$ cat src/rtl/serial_subtractor_pkg.sv
// Shared definitions for the bit-serial arithmetic blocks: state encodings
// and the default operand width.
package serial_subtractor_pkg;

    localparam int DEFAULT_WIDTH = 8;

    typedef enum logic [1:0] {
        ST_IDLE  = 2'd0,
        ST_SHIFT = 2'd1,
        ST_DONE  = 2'd2
    } state_t;

    // Bit counter must be able to hold the value WIDTH.
    function automatic int cnt_width(input int width);
        return $clog2(width + 1);
    endfunction

endpackage

$ cat src/rtl/serial_subtractor_full_subtractor.sv
// Combinational one-bit full subtractor: diff = a - b - bin with borrow-out.
// Mirror of the full-adder cell used by the serial adder.
module full_subtractor (
    input  logic a,
    input  logic b,
    input  logic bin,
    output logic diff,
    output logic bout
);

    assign diff = a ^ b ^ bin;
    assign bout = (~a & b) | (~(a ^ b) & bin);

endmodule

$ cat src/rtl/serial_subtractor.sv
// Bit-serial LSB-first subtractor: diff = a - b - bin over WIDTH cycles using a
// single full-subtractor cell and a borrow flip-flop.
//
// state    | meaning
// ST_IDLE  | waiting for start; diff/bout hold the last result
// ST_SHIFT | one operand bit per cycle through the cell (busy=1)
// ST_DONE  | one-cycle done pulse; start here is accepted back-to-back
module serial_subtractor
    import serial_subtractor_pkg::*;
#(
    parameter int WIDTH = DEFAULT_WIDTH
) (
    input  logic             clk,
    input  logic             rst,
    input  logic             start,
    input  logic [WIDTH-1:0] a,
    input  logic [WIDTH-1:0] b,
    input  logic             bin,
    output logic             busy,
    output logic             done,
    output logic [WIDTH-1:0] diff,
    output logic             bout
);

    localparam int CW = cnt_width(WIDTH);
    localparam logic [CW-1:0] LAST_BIT = CW'(WIDTH - 1);

    state_t           state,    state_nx;
    logic [WIDTH-1:0] a_reg,    a_nx;
    logic [WIDTH-1:0] b_reg,    b_nx;
    logic [WIDTH-1:0] diff_reg, diff_nx;
    logic [CW-1:0]    cnt,      cnt_nx;
    logic             br,       br_nx;
    logic             bout_reg, bout_nx;

    logic cell_d;
    logic cell_b;

    full_subtractor u_cell (
        .a    (a_reg[0]),
        .b    (b_reg[0]),
        .bin  (br),
        .diff (cell_d),
        .bout (cell_b)
    );

    always_ff @(posedge clk) begin
        if (rst) begin
            state    <= ST_IDLE;
            a_reg    <= '0;
            b_reg    <= '0;
            diff_reg <= '0;
            cnt      <= '0;
            br       <= 1'b0;
            bout_reg <= 1'b0;
        end else begin
            state    <= state_nx;
            a_reg    <= a_nx;
            b_reg    <= b_nx;
            diff_reg <= diff_nx;
            cnt      <= cnt_nx;
            br       <= br_nx;
            bout_reg <= bout_nx;
        end
    end

    always_comb begin
        state_nx = state;
        a_nx     = a_reg;
        b_nx     = b_reg;
        diff_nx  = diff_reg;
        cnt_nx   = cnt;
        br_nx    = br;
        bout_nx  = bout_reg;

        case (state)
            ST_IDLE, ST_DONE: begin
                if (start) begin
                    a_nx     = a;
                    b_nx     = b;
                    br_nx    = bin;
                    cnt_nx   = '0;
                    diff_nx  = '0;
                    state_nx = ST_SHIFT;
                end else begin
                    state_nx = ST_IDLE;
                end
            end
            ST_SHIFT: begin
                diff_nx = {cell_d, diff_reg[WIDTH-1:1]};
                a_nx    = a_reg >> 1;
                b_nx    = b_reg >> 1;
                br_nx   = cell_b;
                cnt_nx  = cnt + CW'(1);
                if (cnt == LAST_BIT) begin
                    bout_nx  = cell_b;
                    state_nx = ST_DONE;
                end
            end
            // Unused encoding 2'd3 falls back to idle.
            default: state_nx = ST_IDLE;
        endcase
    end

    assign busy = (state == ST_SHIFT);
    assign done = (state == ST_DONE);
    assign diff = diff_reg;
    assign bout = bout_reg;

endmodule

$ cat config.mk
export PLATFORM = sky130hd
export DESIGN_NAME = serial_subtractor
export DESIGN_NICKNAME = d
export VERILOG_FILES = /design/src/rtl/serial_subtractor_pkg.sv /design/src/rtl/serial_subtractor_full_subtractor.sv /design/src/rtl/serial_subtractor.sv
export SDC_FILE = /design/constraint.sdc
export NUM_CORES = 1
export LEC_CHECK = 0
export ABC_AREA = 1
export BUFFER_PORTS_ARGS = -buffer_cell sky130_fd_sc_hd__buf_2
export CORE_ASPECT_RATIO = 1.4
export CORE_UTILIZATION = 45
export CTS_BUF_LIST = sky130_fd_sc_hd__clkbuf_8
export CTS_CLUSTER_DIAMETER = 100
export DETAILED_ROUTE_END_ITERATION = 10
export HOLD_SLACK_MARGIN = 0.15
export PLACE_DENSITY = 0.81
export SETUP_SLACK_MARGIN = 0.3
export SLEW_MARGIN = 10
export SYNTH_ARGS = -nofsm -noshare
export SYNTH_HDL_FRONTEND = slang
export SYNTH_SLANG_ARGS = --single-unit
$ cat constraint.sdc
create_clock -name clk -period 1.15 [get_ports clk]
set_clock_uncertainty 0.05 [all_clocks]
set_input_delay 0.23 -clock clk [delete_from_list [all_inputs] [get_ports clk]]
set_output_delay 0.23 -clock clk [all_outputs]
set_load 0.1 [all_outputs]
==> metrics.yaml <==
hold_buffers: 0
die_h_um: 72.6
crit_type: "reg -> out"
cp.arrival_ps: 1070
hold_path_class: "in -> reg"
combPwrFrac_pct: 29.4
path_clk_slew_ps: 80
clockPowerShare_pct: 29.8
slew_viol_final: 0
seqPwrFrac_pct: 40.8
grt_first_pass_wirelength_um: 7590
start_kind: "flop"
start_util_pct: 47.4
synth_top_family_by_area: "simple AND/OR/NAND/NOR gates"
area_delta_synth_final_pct: 82.6
fin_tns_setup_ps: -3800
yosysTopAreaCell: "dfxtp_1"
ctsHtreeMaxLevel: 2
die_x_um: 52.4
pin_count: 31
drt_iter0_drc: 77
netlist.area_leader.share_pct: 40.0
root_buffer: "clkbuf_8"
layout.cells.non_filler: 314
grt_usage_pct: 27.0
core_um2: 3380
synthAdderAreaFrac_pct: 2.03
antennaDiodeCount: 0
port_buffers: 30
worst_pin_slew_ps: 343
synthTopCellsByArea: "dfxtp_1 (40%), nand3_1 (15%), nand2_1 (8.0%)"
synth_seq_cells: 32
routed_via_density: 5.93
antenna_found_initial: 0
row_count: 25
setup_viol: 34
seq_area_frac_synth_pct: 40.0
grt_max_degree: 28
p_sw_mw: 1.00
vias: 1862
hold_ws_ps: 164
leakagePower_nw: 1.20
rsz0062_at_grt: "yes"
drt-wirelength-per-cell_um: 20.6
fin_crit_ps: 1350
routed_wl_um: 6460
ir_drop_v: 0.00110
p_sw_share_pct: 34.2
relSlewSlack_pct: 77.1
remaining_drc_errors: 0
multi_input_area_um2: 1220
gp_congestion: 0.759
synth_cells: 207
drt_pass1_iterations: 5
fmax_mhz: 738
grt_pass1_vias: 1725
crit_fanout: 5
violations: "setup timing"
fin_area_um2: 2920
regArea_um2: 687
r2r_slack_ps: -200
clk_path_buf_depth: 2
nets: 295
grt_overflow_total: 0
num-fill-cells: 162
placed_cell_area_um2: 2150
crit_required_ps: 870
clock_latency_ps: 300
cts_tree: "built"
synth_compound_area_share_pct: 11.5
status: "finished, violations left"
syn_nets: 229
cts_sinks: 32
syn_area_per_cell_um2: 7.73
synthMuxAreaShare_pct: 0
syn-cell-area_um2: 1600
fin_crit_sh_pct: 118
dieArea_um2: 3800
critPathCaptureType: "output port"
internal-power_mw: 1.93
p_per_area_nw_per_um2: 1000
fin_ws_ps: -205
yosysUniqueCellTypes: 22
synth-simple-area-share_pct: 33.8
synth_xor_xnor_area_share_pct: 0
drive_gt1_share_pct: 76.3
hold_viol_final: 0
final_core_util_pct: 86.5
hpwlAfterDp_um: 2650
place_inst: 285
drv_cap: 0
yosys_warnings: 0
numCtsBuffers: 5
drtAntennaViolNets: 0
-- power by group through the flow --
stage / combinational, mW / clock (mW) / sequential [mW]
after floorplan: 0.341 / 0 / 1.22
after global placement: 0.481 / 0 / 1.20
after detailed placement: 0.491 / 0 / 1.21
after CTS: 0.635 / 0.861 / 1.18
after global routing: 0.892 / 0.916 / 1.20
final: 0.860 / 0.873 / 1.20
-- cells by family (layout without fill, tap and decap cells) --
kind of cell | after synthesis | count (layout)
and+or+nand+nor | 106 | 107
buffers and inverters | 37 | 103
adders and majority gates | 2 | 2
AOI/OAI and AO/OA | 30 | 30
DFF | 32 | 32
-- path summary, 6_finish.rpt --
check	cells past startpoint	start	to
worst max-delay path	3	state[1]$_SDFFE_PP0P_	done
worst min register to register	2	a_reg[4]$_SDFFE_PP0P_	a_reg[4]$_SDFFE_PP0P_
worst max register to register	6	cnt[1]$_SDFFE_PP0P_	bout$_SDFFE_PP0P_
worst min-delay path	3	b[7]	b_reg[7]$_SDFFE_PP0P_
-- placed cells by master (no fill, tap or decap), types with 3 or more instances in the layout --
cell type	n
buf_6	18
dfxtp_2	4
clkbuf_8	5
nand3_4	9
buf_12	16
nand2_4	9
dfxtp_1	17
nand2_1	13
nand3_1	19
a21oi_2	26
nand3_2	30
inv_1	8
buf_4	18
nor2_2	4
dfxtp_4	11
nor2_4	4
inv_2	11
nand2_2	12
nor2_1	3
nand2_8	3
buf_2	19
-- per-layer routing --
metal,up-vias,part of all wire [%],global-route usage [%]
met5,-,0,0
met4,0,6.3,11.7
met3,39,5.4,7.34
met2,108,53,49.5
met1,893,35,27.4
li1,822,-,-
-- critical path: stages, from the launching register on --
cell     delay [ps]
dfxtp_4         380
inv_4            70
nor2_4          140
buf_12          180
-- per-stage QoR --
stage	power, mW	worst slack (ps)
after floorplan	1.56	-155
after global placement	1.68	-24.6
after detailed placement	1.70	-45.1
after CTS	2.68	-220
after global routing	3.01	-329
final	2.93	-205
-- Yosys cell counts --
cell type and count:
nand3_1 49, nor2_1 10, fa_1 1, nand4_1 1
buf_2 5, a21oi_2 9, inv_1 20, nor2_4 1
nand3_2 9, buf_1 1, inv_2 1, buf_6 3
buf_12 1, clkbuf_2 1, o21ai_0 2, ha_1 1
nand2_4 2, inv_4 1, dfxtp_1 32, a21oi_1 19
nand2_1 34, buf_4 4
-- timing repair --
action / 4_1_cts / 5_1_grt
pin swaps: 13 / 48
buffers inserted: 14 / 6
setup endpoints to repair: 43 / 43
resized for setup: 52 / 83
gates cloned: 1 / 0
endpoints found under the hold margin: 0 / 0
-- area by class of cell --
| type | count | area share (%) |
|---|---|---|
| timing repair buffer | 73 | 26.8 |
| clock inverter | 3 | 0.471 |
| sequential | 32 | 23.5 |
| multi-input combinational | 139 | 41.9 |
| inverter | 22 | 3.25 |
| tap | 40 | 1.71 |
| clock buffer | 5 | 2.35 |
Power figures use the tool's default switching activity.
